`src/rtl/mem_arbiter_if.sv`:
```
`default_nettype none
// ============================================================================
//  Module      : mem_arbiter_if
//  Description : Bundle of the upstream multi-channel request/response bus
//                and the single downstream memory port of mem_arbiter.
//                'master' is the arbiter's view, 'slave' is the view of the
//                environment (clients plus memory).
//  Revision    : 1.0 - initial release
// ============================================================================
interface mem_arbiter_if #(
    parameter int CH_CNT     = 2,
    parameter int ADDR_WIDTH = 32,
    parameter int DATA_WIDTH = 32
);
    // Upstream request side, channels packed side by side
    logic [CH_CNT*ADDR_WIDTH-1:0]     up_req_addr;
    logic [CH_CNT-1:0]                up_req_we;
    logic [CH_CNT*DATA_WIDTH-1:0]     up_req_data;
    logic [CH_CNT*(DATA_WIDTH/8)-1:0] up_req_be;
    logic [CH_CNT-1:0]                up_req_valid;
    logic [CH_CNT-1:0]                up_req_ready;

    // Upstream response side; data is shared, valid is per channel
    logic [DATA_WIDTH-1:0]            up_resp_data;
    logic [CH_CNT-1:0]                up_resp_valid;
    logic [CH_CNT-1:0]                up_resp_ready;

    // Memory request port
    logic [ADDR_WIDTH-1:0]            mem_req_addr;
    logic                             mem_req_we;
    logic [DATA_WIDTH-1:0]            mem_req_data;
    logic [DATA_WIDTH/8-1:0]          mem_req_be;
    logic                             mem_req_valid;
    logic                             mem_req_ready;

    // Memory response port
    logic [DATA_WIDTH-1:0]            mem_resp_data;
    logic                             mem_resp_valid;
    logic                             mem_resp_ready;

    modport master (
        input  up_req_addr, up_req_we, up_req_data, up_req_be, up_req_valid,
        output up_req_ready,
        output up_resp_data, up_resp_valid,
        input  up_resp_ready,
        output mem_req_addr, mem_req_we, mem_req_data, mem_req_be, mem_req_valid,
        input  mem_req_ready,
        input  mem_resp_data, mem_resp_valid,
        output mem_resp_ready
    );

    modport slave (
        output up_req_addr, up_req_we, up_req_data, up_req_be, up_req_valid,
        input  up_req_ready,
        input  up_resp_data, up_resp_valid,
        output up_resp_ready,
        input  mem_req_addr, mem_req_we, mem_req_data, mem_req_be, mem_req_valid,
        output mem_req_ready,
        output mem_resp_data, mem_resp_valid,
        input  mem_resp_ready
    );
endinterface
`default_nettype wire

```
`src/rtl/mem_arbiter.sv`:
```
`default_nettype none
// ============================================================================
//  Module      : mem_arbiter
//  Description : Round-robin arbiter merging CH_CNT request/response channels
//                onto one registered memory port. A tag FIFO remembers the
//                channel of every outstanding request so that in-order memory
//                responses can be routed back combinationally.
//  Revision    : 1.0 - initial release
// ============================================================================
module mem_arbiter #(
    parameter int CH_CNT      = 2,
    parameter int ADDR_WIDTH  = 32,
    parameter int DATA_WIDTH  = 32,
    parameter int OUTSTANDING = 4
) (
    input  logic          clk,
    input  logic          rst,    // synchronous, active low
    mem_arbiter_if.master bus
);

    localparam int c_TAG_W = (CH_CNT > 1) ? $clog2(CH_CNT) : 1;
    localparam int c_BE_W  = DATA_WIDTH / 8;
    localparam int c_PTR_W = (OUTSTANDING > 1) ? $clog2(OUTSTANDING) : 1;
    localparam int c_CNT_W = $clog2(OUTSTANDING + 1);

    // ------------------------------------------------------------------------
    // State
    // ------------------------------------------------------------------------
    logic                    r_or_valid;
    logic [ADDR_WIDTH-1:0]   r_or_addr;
    logic                    r_or_we;
    logic [DATA_WIDTH-1:0]   r_or_data;
    logic [c_BE_W-1:0]       r_or_be;

    logic [c_TAG_W-1:0]      r_last;
    logic [c_TAG_W-1:0]      r_tag_mem [OUTSTANDING];
    logic [c_PTR_W-1:0]      r_wr_ptr;
    logic [c_PTR_W-1:0]      r_rd_ptr;
    logic [c_CNT_W-1:0]      r_count;

    // ------------------------------------------------------------------------
    // Combinational signals
    // ------------------------------------------------------------------------
    logic                    w_or_can_load;
    logic                    w_fifo_full;
    logic                    w_fifo_empty;
    logic                    w_found;
    logic [c_TAG_W-1:0]      w_winner;
    logic                    w_grant;
    logic [ADDR_WIDTH-1:0]   w_sel_addr;
    logic                    w_sel_we;
    logic [DATA_WIDTH-1:0]   w_sel_data;
    logic [c_BE_W-1:0]       w_sel_be;
    logic [CH_CNT-1:0]       w_req_ready;

    logic [c_TAG_W-1:0]      w_head;
    logic [CH_CNT-1:0]       w_head_hit;
    logic                    w_head_ready;
    logic                    w_resp_ready;
    logic                    w_pop;

    // Next pointer value with wrap at the FIFO depth (depth need not be 2^n)
    function automatic logic [c_PTR_W-1:0] f_ptr_inc(input logic [c_PTR_W-1:0] p);
        if (p == c_PTR_W'(OUTSTANDING - 1)) begin
            return '0;
        end
        return p + c_PTR_W'(1);
    endfunction

    assign w_or_can_load = !r_or_valid || bus.mem_req_ready;
    assign w_fifo_full   = (r_count == c_CNT_W'(OUTSTANDING));
    assign w_fifo_empty  = (r_count == '0);

    // Round-robin search: first the channels above 'last', then wrap around
    // to the channels at or below it, so 'last' itself has lowest priority.
    always_comb begin
        w_found    = 1'b0;
        w_winner   = '0;
        w_sel_addr = '0;
        w_sel_we   = 1'b0;
        w_sel_data = '0;
        w_sel_be   = '0;
        for (int j = 0; j < CH_CNT; j++) begin
            if (!w_found && bus.up_req_valid[j] && (j > int'(r_last))) begin
                w_found    = 1'b1;
                w_winner   = c_TAG_W'(j);
                w_sel_addr = bus.up_req_addr[j*ADDR_WIDTH +: ADDR_WIDTH];
                w_sel_we   = bus.up_req_we[j];
                w_sel_data = bus.up_req_data[j*DATA_WIDTH +: DATA_WIDTH];
                w_sel_be   = bus.up_req_be[j*c_BE_W +: c_BE_W];
            end
        end
        for (int j = 0; j < CH_CNT; j++) begin
            if (!w_found && bus.up_req_valid[j] && (j <= int'(r_last))) begin
                w_found    = 1'b1;
                w_winner   = c_TAG_W'(j);
                w_sel_addr = bus.up_req_addr[j*ADDR_WIDTH +: ADDR_WIDTH];
                w_sel_we   = bus.up_req_we[j];
                w_sel_data = bus.up_req_data[j*DATA_WIDTH +: DATA_WIDTH];
                w_sel_be   = bus.up_req_be[j*c_BE_W +: c_BE_W];
            end
        end
    end

    // A full FIFO blocks the grant even if a response pops this cycle; the
    // reset term keeps the upstream ready low while reset is held.
    assign w_grant = rst && w_or_can_load && !w_fifo_full && w_found;

    // Decode the grant into a one-hot ready vector
    always_comb begin
        w_req_ready = '0;
        for (int j = 0; j < CH_CNT; j++) begin
            w_req_ready[j] = w_grant && (w_winner == c_TAG_W'(j));
        end
    end

    // Response routing follows the oldest outstanding tag
    assign w_head = r_tag_mem[r_rd_ptr];

    // One-hot decode of the head tag, used for both valid and ready routing
    always_comb begin
        w_head_hit = '0;
        for (int j = 0; j < CH_CNT; j++) begin
            w_head_hit[j] = (w_head == c_TAG_W'(j));
        end
    end

    assign w_head_ready = |(bus.up_resp_ready & w_head_hit);
    // With nothing outstanding a memory response is bogus and never accepted
    assign w_resp_ready = !w_fifo_empty && w_head_ready;
    assign w_pop        = bus.mem_resp_valid && w_resp_ready;

    // ------------------------------------------------------------------------
    // Outputs
    // ------------------------------------------------------------------------
    assign bus.up_req_ready   = w_req_ready;
    assign bus.up_resp_data   = bus.mem_resp_data;
    assign bus.up_resp_valid  = (bus.mem_resp_valid && !w_fifo_empty) ? w_head_hit : '0;
    assign bus.mem_resp_ready = w_resp_ready;

    assign bus.mem_req_valid  = r_or_valid;
    assign bus.mem_req_addr   = r_or_addr;
    assign bus.mem_req_we     = r_or_we;
    assign bus.mem_req_data   = r_or_data;
    assign bus.mem_req_be     = r_or_be;

    // ------------------------------------------------------------------------
    // Sequential logic
    // ------------------------------------------------------------------------

    // Output register: load on grant, otherwise empty once memory accepts it
    always_ff @(posedge clk) begin
        if (!rst) begin
            r_or_valid <= 1'b0;
            r_or_addr  <= '0;
            r_or_we    <= 1'b0;
            r_or_data  <= '0;
            r_or_be    <= '0;
        end else if (w_grant) begin
            r_or_valid <= 1'b1;
            r_or_addr  <= w_sel_addr;
            r_or_we    <= w_sel_we;
            r_or_data  <= w_sel_data;
            r_or_be    <= w_sel_be;
        end else if (bus.mem_req_ready) begin
            r_or_valid <= 1'b0;
        end
    end

    // Round-robin pointer; starts at the top channel so channel 0 goes first
    always_ff @(posedge clk) begin
        if (!rst) begin
            r_last <= c_TAG_W'(CH_CNT - 1);
        end else if (w_grant) begin
            r_last <= w_winner;
        end
    end

    // Tag FIFO pointers and occupancy; simultaneous push and pop cancel out
    always_ff @(posedge clk) begin
        if (!rst) begin
            r_wr_ptr <= '0;
            r_rd_ptr <= '0;
            r_count  <= '0;
        end else begin
            if (w_grant) begin
                r_wr_ptr <= f_ptr_inc(r_wr_ptr);
            end
            if (w_pop) begin
                r_rd_ptr <= f_ptr_inc(r_rd_ptr);
            end
            case ({w_grant, w_pop})
                2'b10:   r_count <= r_count + c_CNT_W'(1);
                2'b01:   r_count <= r_count - c_CNT_W'(1);
                default: r_count <= r_count;
            endcase
        end
    end

    // Tag storage; contents are only meaningful between push and pop
    always_ff @(posedge clk) begin
        if (w_grant) begin
            r_tag_mem[r_wr_ptr] <= w_winner;
        end
    end

endmodule
`default_nettype wire

```
`src/flat_wrapper.sv`:
```
// flat-port wrapper written by rule: the top's interface ports become plain ports
module mem_arbiter_flat 
#(
    parameter int CH_CNT      = 2,
    parameter int ADDR_WIDTH  = 32,
    parameter int DATA_WIDTH  = 32,
    parameter int OUTSTANDING = 4
)
  (clk, rst, bus_up_req_addr, bus_up_req_we, bus_up_req_data, bus_up_req_be, bus_up_req_valid, bus_up_req_ready, bus_up_resp_data, bus_up_resp_valid, bus_up_resp_ready, bus_mem_req_addr, bus_mem_req_we, bus_mem_req_data, bus_mem_req_be, bus_mem_req_valid, bus_mem_req_ready, bus_mem_resp_data, bus_mem_resp_valid, bus_mem_resp_ready);
  mem_arbiter_if #(.CH_CNT(CH_CNT), .ADDR_WIDTH(ADDR_WIDTH), .DATA_WIDTH(DATA_WIDTH)) bus_i ();
  input  logic clk;
  input  logic rst;
  input wire logic [$bits(bus_i.up_req_addr)-1:0] bus_up_req_addr;
  input wire logic [$bits(bus_i.up_req_we)-1:0] bus_up_req_we;
  input wire logic [$bits(bus_i.up_req_data)-1:0] bus_up_req_data;
  input wire logic [$bits(bus_i.up_req_be)-1:0] bus_up_req_be;
  input wire logic [$bits(bus_i.up_req_valid)-1:0] bus_up_req_valid;
  output wire logic [$bits(bus_i.up_req_ready)-1:0] bus_up_req_ready;
  output wire logic [$bits(bus_i.up_resp_data)-1:0] bus_up_resp_data;
  output wire logic [$bits(bus_i.up_resp_valid)-1:0] bus_up_resp_valid;
  input wire logic [$bits(bus_i.up_resp_ready)-1:0] bus_up_resp_ready;
  output wire logic [$bits(bus_i.mem_req_addr)-1:0] bus_mem_req_addr;
  output wire logic [$bits(bus_i.mem_req_we)-1:0] bus_mem_req_we;
  output wire logic [$bits(bus_i.mem_req_data)-1:0] bus_mem_req_data;
  output wire logic [$bits(bus_i.mem_req_be)-1:0] bus_mem_req_be;
  output wire logic [$bits(bus_i.mem_req_valid)-1:0] bus_mem_req_valid;
  input wire logic [$bits(bus_i.mem_req_ready)-1:0] bus_mem_req_ready;
  input wire logic [$bits(bus_i.mem_resp_data)-1:0] bus_mem_resp_data;
  input wire logic [$bits(bus_i.mem_resp_valid)-1:0] bus_mem_resp_valid;
  output wire logic [$bits(bus_i.mem_resp_ready)-1:0] bus_mem_resp_ready;
  assign bus_i.up_req_addr = bus_up_req_addr;
  assign bus_i.up_req_we = bus_up_req_we;
  assign bus_i.up_req_data = bus_up_req_data;
  assign bus_i.up_req_be = bus_up_req_be;
  assign bus_i.up_req_valid = bus_up_req_valid;
  assign bus_up_req_ready = bus_i.up_req_ready;
  assign bus_up_resp_data = bus_i.up_resp_data;
  assign bus_up_resp_valid = bus_i.up_resp_valid;
  assign bus_i.up_resp_ready = bus_up_resp_ready;
  assign bus_mem_req_addr = bus_i.mem_req_addr;
  assign bus_mem_req_we = bus_i.mem_req_we;
  assign bus_mem_req_data = bus_i.mem_req_data;
  assign bus_mem_req_be = bus_i.mem_req_be;
  assign bus_mem_req_valid = bus_i.mem_req_valid;
  assign bus_i.mem_req_ready = bus_mem_req_ready;
  assign bus_i.mem_resp_data = bus_mem_resp_data;
  assign bus_i.mem_resp_valid = bus_mem_resp_valid;
  assign bus_mem_resp_ready = bus_i.mem_resp_ready;
  mem_arbiter #(.CH_CNT(CH_CNT), .ADDR_WIDTH(ADDR_WIDTH), .DATA_WIDTH(DATA_WIDTH), .OUTSTANDING(OUTSTANDING)) u_core (.clk(clk), .rst(rst), .bus(bus_i));
endmodule
```
`config.mk`:
```
export PLATFORM = sky130hd
export DESIGN_NAME = mem_arbiter_flat
export DESIGN_NICKNAME = d
export VERILOG_FILES = /design/src/rtl/mem_arbiter_if.sv /design/src/rtl/mem_arbiter.sv /design/src/flat_wrapper.sv
export SDC_FILE = /design/constraint.sdc
export NUM_CORES = 1
export LEC_CHECK = 0
export ABC_AREA = 1
export ABC_CLOCK_PERIOD_IN_PS = 4530
export BUFFER_PORTS_ARGS = -buffer_cell sky130_fd_sc_hd__clkbuf_2
export CELL_PAD_IN_SITES_DETAIL_PLACEMENT = 0
export CELL_PAD_IN_SITES_GLOBAL_PLACEMENT = 1
export CORE_MARGIN = 2
export CORE_UTILIZATION = 28
export CTS_CLUSTER_DIAMETER = 80
export CTS_CLUSTER_SIZE = 10
export DETAILED_ROUTE_END_ITERATION = 7
export GPL_TIMING_DRIVEN = 0
export PLACE_DENSITY = 0.82
export SLEW_MARGIN = 20
export SYNTH_ARGS = -nofsm -noshare
export SYNTH_HDL_FRONTEND = slang
export SYNTH_SLANG_ARGS = --single-unit
```
`constraint.sdc`:
```
create_clock -name clk -period 4.53 [get_ports clk]
set_clock_uncertainty 0.2 [all_clocks]
set_input_delay 0.906 -clock clk [delete_from_list [all_inputs] [get_ports clk]]
set_output_delay 0.906 -clock clk [all_outputs]
set_load 0.005 [all_outputs]
```
# Yosys cells after proc, flatten, opt, wreduce, memory -nomap -nowiden
# Memory sizes are Yosys's and may differ from the RTL's. A register that Yosys moved wholly into a read port is not among the register bits.
# Cells that the tools add are included.
# op_classes
addsub	4
n_lt_le_gt_ge	2
eq_ne	5
muxes	35
bitwise_logic	3
n_reduce_logical	22
# ops
operator	count
$mux W32	6
$mux W1	18
$mux W2	7
$logic_and A1 B1 Y1	12
$mux W4	3
$eq A2 B2 Y1 const B	3
$pmux W3 S2	1
$logic_not A1 Y1	5
$add A2 B1 Y2 const B	2
$reduce_bool A2 Y1	2
$add A3 B1 Y3 const B	1
$eq A3 B3 Y1 const B	1
$logic_not A3 Y1	1
$sub A3 B1 Y3 const B	1
$and A2 B2 Y2	1
$eq A2 B1 Y1 const B	1
$not A1 Y1	2
$reduce_or A2 Y1	1
$gt A1 B1 Y1 const A	1
$le A1 B1 Y1 const A	1
$logic_or A1 B1 Y1	1
# word_totals
register_bits	78
ram_bits	4
input_bits	178
output_inout_bits	107
word_cells	81
n_memories	1
# memory_table
name	depth	word_bits	read_ports	rd_clocked_by_memory_dff	write_ports	line_no	text
u_core.r_tag_mem	4	1	1	1	1	mem_arbiter.sv:36	logic [c_TAG_W-1:0] r_tag_mem [OUTSTANDING];

# Longest topological paths before layout
# Gate-level depths: netlist of run 1.
# depth
ltp_word	14
ltp_mapped	14
depth_no_buf	14

# Worst setup path before layout of run 1
# No wires, ideal clock.
# synth_timing
path_kind	input-to-reg
from	input rst
to	register u_core.r_count[2]
setup_time_ns	0.122
arrival_time_ns	2.670
t_required_ns	4.208
setup_slack_ns	1.538
path_stages	12
n_path_buf	2
cell_sequence	inv_2 nor2_1 nand3_1 buf_2 buf_1 ha_1 inv_1 fa_1 a21oi_1 o21ai_0 o21ai_0 a21oi_1
# synth_via
elab_chain_len	5
elab_cells_between_ends	7
classes_between	eq/ne: 2; mux: 1; reduce/logical: 4
# synth_lines
item	line_no	text
from (decl)	flat_wrapper.sv:12	input logic rst;
$logic_and A1 B1 Y1 (3 in a row)	mem_arbiter.sv:107	assign w_grant = rst && w_or_can_load && !w_fifo_full && w_found;
$eq A2 B1 Y1 / $eq A2 B2 Y1 (equally long branches)	mem_arbiter.sv:192	case ({w_grant, w_pop})
$pmux W3 S2 / $reduce_bool A2 Y1 (equally long branches)	-	
to (signal assigned)	mem_arbiter.sv:193	2'b10: r_count <= r_count + c_CNT_W'(1);
to (signal assigned)	mem_arbiter.sv:194	2'b01: r_count <= r_count - c_CNT_W'(1);
to (signal assigned)	mem_arbiter.sv:195	default: r_count <= r_count;
to (decl)	mem_arbiter.sv:39	logic [c_CNT_W-1:0] r_count;
# Parallel ways exist; a longest one is shown, timed or not.
# A chain may end at the register's enable or synchronous reset.

# Worst setup path after layout of run 1
# layout_timing
from	input rst
to	output bus_up_req_ready[1]
# layout_via
elab_chain_len	4
# layout_lines
item	line_no	text
$logic_and A1 B1 Y1 (3 in a row)	mem_arbiter.sv:107	
$logic_and A1 B1 Y1	mem_arbiter.sv:113	w_req_ready[j] = w_grant && (w_winner == c_TAG_W'(j));
to (decl)	flat_wrapper.sv:18	output wire logic [$bits(bus_i.up_req_ready)-1:0] bus_up_req_ready;
# No other way between the ends.

==> results of run 1 <==
[area by class of cell]
type | instances | area [sq um] | area share [%]
Sequential cell | 84 | 1720 | 30.7
Tap cell | 176 | 220 | 3.93
Inverter | 22 | 82.6 | 1.47
Clock inverter | 4 | 95.1 | 1.70
Timing Repair Buffer | 252 | 1260 | 22.5
Multi-Input combinational cell | 346 | 1590 | 28.4
Clock buffer | 12 | 256 | 4.58
Buffer | 62 | 370 | 6.61
[per-layer routing]
| metal | up-vias | global-route usage [%] |
|---|---|---|
| met2 | 171 | 27.9 |
| met1 | 1842 | 20.6 |
| met5 | - | 0 |
| met3 | 16 | 4.75 |
| li1 | 2171 | - |
| met4 | 0 | 7.13 |
[through the flow]
stage	setup slack (ps)	cell area [sq um]	cells
2_1_floorplan	1540	3770	514
3_3_place_gp	806	5250	942
3_5_place_dp	798	5250	942
4_1_cts	787	5600	958
5_1_grt	709	5600	958
6_report	911	5600	958
[cell usage in the layout (no fill, tap or decap)]
master     count
fa_1           1
a21oi_1        7
dfxtp_1       80
nor2_4         1
inv_2          1
nor2_1        16
buf_4         32
nand2_1      227
o21ai_0        5
buf_1          2
clkbuf_1      15
a211o_1        1
a211oi_1       1
clkbuf_8       2
nand3_1        9
clkinv_2       1
edfxtp_1       4
buf_2         14
clkbuf_16      9
inv_1         21
or2_2          1
a31oi_1       69
ha_1           6
nand4_1        1
clkbuf_2     252
bufinv_16      3
a21oi_2        1
[Yosys cell counts]
| cell type | instances | area, sq um |
|---|---|---|
| a211o_1 | 1 | 8.76 |
| a211oi_1 | 1 | 7.51 |
| a21oi_1 | 7 | 35.0 |
| a21oi_2 | 1 | 8.76 |
| a31oi_1 | 69 | 432 |
| buf_1 | 2 | 7.51 |
| buf_2 | 14 | 70.1 |
| buf_4 | 32 | 240 |
| clkbuf_1 | 14 | 52.6 |
| dfxtp_1 | 80 | 1600 |
| edfxtp_1 | 4 | 120 |
| fa_1 | 1 | 20.0 |
| ha_1 | 6 | 75.1 |
| inv_1 | 21 | 78.8 |
| inv_2 | 1 | 3.75 |
| nand2_1 | 227 | 852 |
| nand3_1 | 9 | 45.0 |
| nand4_1 | 1 | 6.26 |
| nor2_1 | 16 | 60.1 |
| nor2_4 | 1 | 11.3 |
| o21ai_0 | 5 | 25.0 |
| or2_2 | 1 | 6.26 |
[final timing paths]
kind	start	to	slack, ps
worst max register to register	u_core.r_count[0]$_SDFFE_PN0P_	u_core.r_count[2]$_SDFFE_PN0P_	1750
worst min register to register	u_core.r_count[0]$_SDFFE_PN0P_	u_core.r_count[0]$_SDFFE_PN0P_	250
worst max-delay path	rst	bus_up_req_ready[1]	910
worst min-delay path	u_core.r_count[0]$_SDFFE_PN0P_	u_core.r_count[0]$_SDFFE_PN0P_	250
[cells by family (layout without fill, tap and decap cells)]
logic type | count (synthesis) | in the layout
DFF | 84 | 84
buffers and inverters | 84 | 352
and+or+nand+nor | 255 | 255
AOI/OAI and AO/OA | 84 | 84
adders and majority gates | 7 | 7
[registers in the layout, indices dropped and copies added, names as in the netlist, named ones only]
| signal | flops |
|---|---|
| u_core.r_wr_ptr | 2 |
| u_core.bus.mem_req_we | 1 |
| u_core.r_rd_ptr | 2 |
| u_core.r_tag_mem | 4 |
| u_core.bus.mem_req_addr | 32 |
| u_core.bus.mem_req_be | 4 |
| u_core.bus.mem_req_valid | 1 |
| u_core.bus.mem_req_data | 32 |
| u_core.r_count | 3 |
| u_core.r_last | 1 |
[power by group through the flow]
stage | Clock (mW) | Sequential, mW | Combinational (mW)
floorplan | 0 | 0.881 | 0.243
global placement | 0 | 0.878 | 0.459
detailed placement | 0 | 0.880 | 0.462
CTS | 0.888 | 0.865 | 0.462
global route | 0.915 | 0.874 | 0.522
finish | 0.868 | 0.865 | 0.453
==> flow_summary_export.csv, run 1 <==
group,metric,value,unit
critical_path,crit_path_start_kind,"primary input",
placed_design,port_buffers,252,
die,core-area,13200,sq um
sta,max-slew-margin-rel,63.2,%
pwr,power.internal,1.60,mW
die,fp.dieW,120,microns
sta,final.period_utilization,79.9,%
sta,final_hold_viol_count,0,
sta,tns,0,ps
drt,top_layer,"met4",
critical_path,worstPathArrival,2510,ps
clocking,cts_buffer_depth,2,
drt,drcViolationCount,0,
synth,syn_inst,514,
critical_path,crit_path_end_kind,"output port",
pwr,irDropWorstVdd,0.190,mV
synth,yosys.area_share.xor_xnor,0,%
job,max-cap-violations,0,
layout,fillers,1447,
clocking,cts.sinks,84,
synth,synth_cell_types,22,
drt,wl_met2,5.77,mm
synth,avgSynthCellArea,7.33,sq um
critical_path,worstPathRequired,3420,ps
global_route,globalRouteTotalUtil,16.9,%
clocking,hold_buffers,0,
run_status,status,"complete, no violations",
layout,area_delta_synth_final,48.7,%
pwr,leakagePower,2.72,nW
die,placementRows,42,
pwr,power_frac_comb,20.7,%
critical_path,crit_chain,"clkbuf_2 -> inv_2 -> nor2_1 -> nand3_1 -> buf_2 -> a21oi_2 -> buf_2 -> clkbuf_2",
pwr,power.density,390,nW/um^2
synth,netlist_area,3770,sq um
pwr,swShare,26.9,%
clocking,clkTransAtPathRegs,60,ps
placed_design,place.gp.congestion,0.814,
min_path,hold_class,"flop to flop",
die,die_area,14400,sq um
synth,synthSimpleGateAreaFrac,26.0,%
synth,synthMuxAreaShare,0,%
drt,vias,4200,
global_route,grt_pass1_vias,4002,
clocking,ctsResizeCount,0,
sta,slew_viol_final,0,
drt,drt_iter0_markers,160,
sta,finalSetupViolCount,0,
global_route,grt_pass1_wl,19.3,mm
drt,wl_per_cell,12.9,microns
die,pin_count,285,
synth,yosys_register_bits,84,
min_path,holdPathStages,1,
pwr,p_total,2.19,mW
clocking,tritoncts,"done",
layout,layout-drive-gt1-share,40.5,%
critical_path,reg2regPathDepth,12,
synth,synth_nets,699,
drt,met1_length,5.31,mm
die,start_util,28.6,%
critical_path,crit_family,"buffers and inverters",
clocking,cts_made_buffers,9,
synth,ys_seq_area_share,45.7,%
global_route,gr-total-overflow,0,
clocking,insertion_delay,340,ps
drt,final_antenna_net_count,0,
die,die_h,120,microns
sta,min_period,3620,ps
synth,yosys_warnings,0,
pwr,p_seq_share,39.6,%
layout,n_antenna_cell,0,
synth,synth-compound-area-share,13.7,%
placed_design,dp_hpwl,9.66,mm
layout,num-nets-final,962,
sta,fin_hold_ws,250,ps
global_route,antenna_found_initial,0,
critical_path,crit_slowest_cell,"a21oi_2",
drt,routed_wl,12.4,mm
drt,vias_per_cell,4.38,
global_route,grt_start_max_net_pins,14,
critical_path,worst-path-buf-inv,5,
sta,rsz0062_at_grt,"no",
pwr,p_clk_share,39.7,%
layout,fin_util,42.5,%
synth,synthAdderAreaFrac,2.52,%
clocking,cts_setup_buffers,0,
sta,max_freq,0.276,GHz
clocking,root_buffer,"clkbuf_16",
sta,tightest_slew,552,ps
pwr,p_switching,0.589,mW
clocking,htree_levels,3,
drt,drt_pass1_iterations,4,
critical_path,cp_max_fo,10,
critical_path,slowest_delay,420,ps
drt,wl_met3,1.03,mm
critical_path,setup.worst_path.class,"primary input to output port",
synth,synth_top_family_by_area,"simple AND/OR/NAND/NOR gates",
critical_path,worst-path-stages,8,
Power figures use the tool's default switching activity.
==> run 2: changes to the inputs <==
Settings changed: ABC_CLOCK_PERIOD_IN_PS 4530 to 3100, CORE_UTILIZATION 28 to 24, PLACE_DENSITY 0.82 to 0.75.
Clock period 4.53 ns to 3.1 ns, I/O delays scaled along.
==> flow_summary_export.csv, run 2 (same netlist as run 1, synthesis figures left out) <==
group,metric,value,unit
sta,max-slew-margin-rel,63.5,%
die,fp.dieW,129,microns
placed_design,place.gp.congestion,0.780,
die,die_h,129,microns
sta,slew_viol_final,0,
drt,vias,4146,
pwr,irDropWorstVdd,0.253,mV
layout,num-nets-final,964,
placed_design,dp_slack,-324,ps
job,max-cap-violations,0,
global_route,gr-total-overflow,0,
critical_path,crit_path_end_kind,"output port",
sta,min_period,2860,ps
placed_design,port_buffers,252,
sta,finalSetupViolCount,0,
die,pin_count,285,
drt,wl_per_cell,12.9,microns
layout,seq_area,1720,sq um
sta,tightest_slew,548,ps
layout,fin_util,36.6,%
pwr,p_total,2.95,mW
layout,fillers,1683,
clocking,insertion_delay,340,ps
global_route,globalRouteTotalUtil,15.0,%
pwr,leakagePower,2.69,nW
global_route,grt_pass1_wl,19.6,mm
layout,fin_cells,995,
die,die_area,16700,sq um
placed_design,dp_hpwl,10.1,mm
sta,max_freq,0.349,GHz
drt,drt_iter0_markers,139,
placed_design,place_area,5290,sq um
drt,final_antenna_net_count,0,
clocking,htree_levels,3,
sta,fin_hold_ws,250,ps
min_path,hold_class,"flop to flop",
clocking,cts.sinks,84,
clocking,root_buffer,"clkbuf_16",
critical_path,worstPathArrival,2040,ps
drt,routed_wl,12.9,mm
layout,final_cell_mix,"253 x clkbuf_2, 227 x nand2_1, 80 x dfxtp_1, 69 x a31oi_1, 34 x buf_4",
critical_path,worstPathRequired,2280,ps
clocking,clkTransAtPathRegs,60,ps
die,core-area,15300,sq um
clocking,cts_buffer_depth,2,
run_status,status,"complete, no violations",
clocking,tritoncts,"done",
layout,area_delta_synth_final,48.4,%
critical_path,cp_max_fo,10,
drt,drcViolationCount,0,
sta,fin_ws,238,ps
layout,layout-drive-gt1-share,40.7,%
global_route,antenna_found_initial,1,
sta,final.period_utilization,92.3,%
layout,layout_commonest_cell,"clkbuf_2",
critical_path,crit_path_start_kind,"primary input",
clocking,hold_buffers,0,
clocking,cts_made_buffers,9,
critical_path,rr_startpoint,"u_core.r_count[0]$_SDFFE_PN0P_",
sta,tns,0,ps
layout,n_antenna_cell,0,
min_path,hp-start,"u_core.r_count[0]$_SDFFE_PN0P_",
layout,multiInputGateArea,1600,sq um
placed_design,placedCellCount,977,
die,placementRows,45,
sta,final_hold_viol_count,0,
critical_path,cp-startpoint,"rst",
drt,drt_pass1_iterations,4,
die,start_util,24.7,%
sta,rsz0062_at_grt,"no",
layout,design_area,5590,sq um
critical_path,setup.worst_path.class,"primary input to output port",
global_route,grt_pass1_vias,3924,
pwr,power.density,528,nW/um^2
global_route,grt_start_max_net_pins,15,
drt,vias_per_cell,4.17,
run 2: worst paths after layout:
path                                    endpoint  slack (ps)  cells past startpoint
setup / recovery             bus_up_req_ready[0]         240                      8
hold reg to reg   u_core.r_count[0]$_SDFFE_PN0P_         250                      1
hold / removal    u_core.r_count[0]$_SDFFE_PN0P_         250                      1
setup reg to reg  u_core.r_count[2]$_SDFFE_PN0P_         460                     12
run 2: worst max-delay path, cell delays in order:
cell and delay, ps:
clkbuf_2 160, inv_2 130, nor2_1 150, nand3_1 80
clkbuf_4 240, nor2_4 240, buf_2 270, clkbuf_2 150
run 2: cell type report:
| cell class | count | share of cell area [%] |
|---|---|---|
| multi-input combinational | 346 | 28.6 |
| timing repair buffer | 254 | 22.8 |
| sequential | 84 | 30.8 |
| tap | 211 | 4.72 |
| clock buffer | 12 | 4.41 |
| clock inverter | 4 | 0.470 |
| buffer | 62 | 6.69 |
| inverter | 22 | 1.48 |
run 2: per-layer routing:
layer / wire [microns] / part of all wire [%] / global-route usage, %
met1: 5390 / 42 / 18.8
met2: 6060 / 47 / 24.3
met3: 1190 / 9.3 / 4.46
met4: 212 / 1.6 / 5.75
met5: 11 / 0.085 / 0
run 2: timing repair:
item / 4_1_cts / 5_1_grt
resized for setup: 1 / 2
endpoints found under the setup margin: 1 / 2
setup buffers: 0 / 2
endpoints found under the hold margin: 0 / 0
run 2: power by group:
part	switching (mW)	internal [mW]	leakage (nW)
Sequential	0.0613	1.20	0.693
Combinational	0.363	0.304	1.87
Clock	0.456	0.565	0.133
==> run 3: changes to the inputs <==
Settings changed: HOLD_SLACK_MARGIN set to 0.12, RECOVER_POWER set to 25.
==> flow_summary_export.csv, run 3 (same netlist as run 1, synthesis figures left out) <==
group,metric,value,unit
clocking,insertion_delay,340,ps
drt,vias_per_cell,4.19,
layout,final_cell_mix,"232 x clkbuf_2, 227 x nand2_1, 80 x dfxtp_1, 69 x a31oi_1, 37 x clkbuf_1",
layout,n_antenna_cell,0,
clocking,tritoncts,"done",
global_route,grt_start_max_net_pins,15,
sta,min_period,2860,ps
die,start_util,24.7,%
critical_path,crit_slowest_cell,"buf_2",
pwr,irDropWorstVdd,0.254,mV
die,core-area,15300,sq um
pwr,p_total,2.95,mW
clocking,htree_levels,3,
sta,max_freq,0.350,GHz
sta,max-slew-margin-rel,63.5,%
layout,area_delta_synth_final,47.7,%
min_path,hold_class,"flop to flop",
sta,final.period_utilization,92.3,%
clocking,clkTransAtPathRegs,70,ps
global_route,grt_pass1_vias,3924,
sta,slew_viol_final,0,
critical_path,crit_path_end_kind,"output port",
die,die_area,16700,sq um
critical_path,crit_chain,"clkbuf_2 -> inv_2 -> nor2_1 -> nand3_1 -> clkbuf_4 -> nor2_4 -> buf_2 -> clkbuf_2",
drt,wl_per_cell,13.0,microns
critical_path,slowest_delay,270,ps
layout,layout_commonest_cell,"clkbuf_2",
drt,drt_iter0_markers,139,
clocking,cts_made_buffers,9,
run_status,status,"complete, no violations",
sta,final_hold_viol_count,0,
global_route,gr-total-overflow,0,
pwr,power.density,530,nW/um^2
layout,fillers,1691,
placed_design,place_area,5290,sq um
die,die_h,129,microns
sta,rsz0062_at_grt,"no",
critical_path,cp_max_fo,10,
layout,design_area,5570,sq um
global_route,antenna_found_initial,1,
layout,layout-drive-gt1-share,38.0,%
sta,tightest_slew,547,ps
layout,num-nets-final,964,
layout,seq_area,1720,sq um
critical_path,crit_path_start_kind,"primary input",
drt,vias,4171,
drt,drcViolationCount,0,
critical_path,crit_family,"buffers and inverters",
global_route,globalRouteTotalUtil,15.0,%
job,max-cap-violations,0,
global_route,grt_pass1_wl,19.6,mm
drt,drt_pass1_iterations,4,
clocking,cts_buffer_depth,2,
critical_path,worstPathRequired,2280,ps
critical_path,worst-path-buf-inv,5,
drt,routed_wl,12.9,mm
placed_design,dp_hpwl,10.1,mm
placed_design,place.gp.congestion,0.780,
die,pin_count,285,
critical_path,path_common_cell,"clkbuf_2",
placed_design,port_buffers,252,
clocking,cts.sinks,84,
clocking,root_buffer,"clkbuf_16",
critical_path,setup.worst_path.class,"primary input to output port",
layout,multiInputGateArea,1600,sq um
clocking,hold_buffers,0,
sta,finalSetupViolCount,0,
die,placementRows,45,
critical_path,worstPathArrival,2040,ps
pwr,leakagePower,2.62,nW
drt,final_antenna_net_count,0,
die,fp.dieW,129,microns
## run 3: where the power goes
| part | internal (mW) | switching (mW) |
|---|---|---|
| Combinational | 0.298 | 0.363 |
| Clock | 0.565 | 0.458 |
| Sequential | 1.20 | 0.0614 |
## run 3: worst paths after layout
check | slack (ps) | depth (start not counted) | from | endpoint
max reg2reg | 460 | 12 | u_core.r_count[0]$_SDFFE_PN0P_ | u_core.r_count[2]$_SDFFE_PN0P_
min reg2reg | 250 | 1 | u_core.r_count[0]$_SDFFE_PN0P_ | u_core.r_count[0]$_SDFFE_PN0P_
min | 250 | 1 | u_core.r_count[0]$_SDFFE_PN0P_ | u_core.r_count[0]$_SDFFE_PN0P_
max | 240 | 8 | rst | bus_up_req_ready[0]
## run 3: worst reg2reg max path: cells and delay by family (launching register included)
| kind | cells | cell delay [ps] |
|---|---|---|
| buf+inv | 4 | 740 |
| compound gates | 4 | 470 |
| fa+ha+maj | 2 | 620 |
| simple gates | 2 | 180 |
| flops | 1 | 320 |
## run 3: routing by layer
| layer | wire, microns | vias to the layer above | track usage [%] |
|---|---|---|---|
| li1 | - | 2177 | - |
| met1 | 5480 | 1816 | 18.8 |
| met4 | 198 | 2 | 5.75 |
| met5 | 11 | - | 0 |
| met2 | 6100 | 162 | 24.3 |
| met3 | 1150 | 14 | 4.46 |
## run 3: final cells by class
class | count | share of cell area (%)
buffer | 62 | 6.72
clock buffer | 12 | 4.43
clock inverter | 4 | 0.472
inverter | 22 | 1.48
multi-input combinational | 346 | 28.8
sequential | 84 | 30.9
tap | 211 | 4.74
timing repair buffer | 254 | 22.5
## run 3: through the flow
stage	setup slack (ps)	utilization (%)	TNS [ps]	instances	hold WS, ps
floorplan	394	-	0	514	222
global placement	-302	34.7	-465	977	233
detailed placement	-324	34.7	-479	977	245
CTS	22.9	36.5	0	993	255
global route	33.7	36.5	0	995	281
finish	240	36.5	0	995	250
## run 3: repair_timing
item | 4_1_cts | 5_1_grt
gates cloned | 0 | 0
endpoints found under the hold margin | 0 | 0
setup buffers | 0 | 2
setup endpoints to repair | 1 | 2
gates resized for setup | 1 | 2
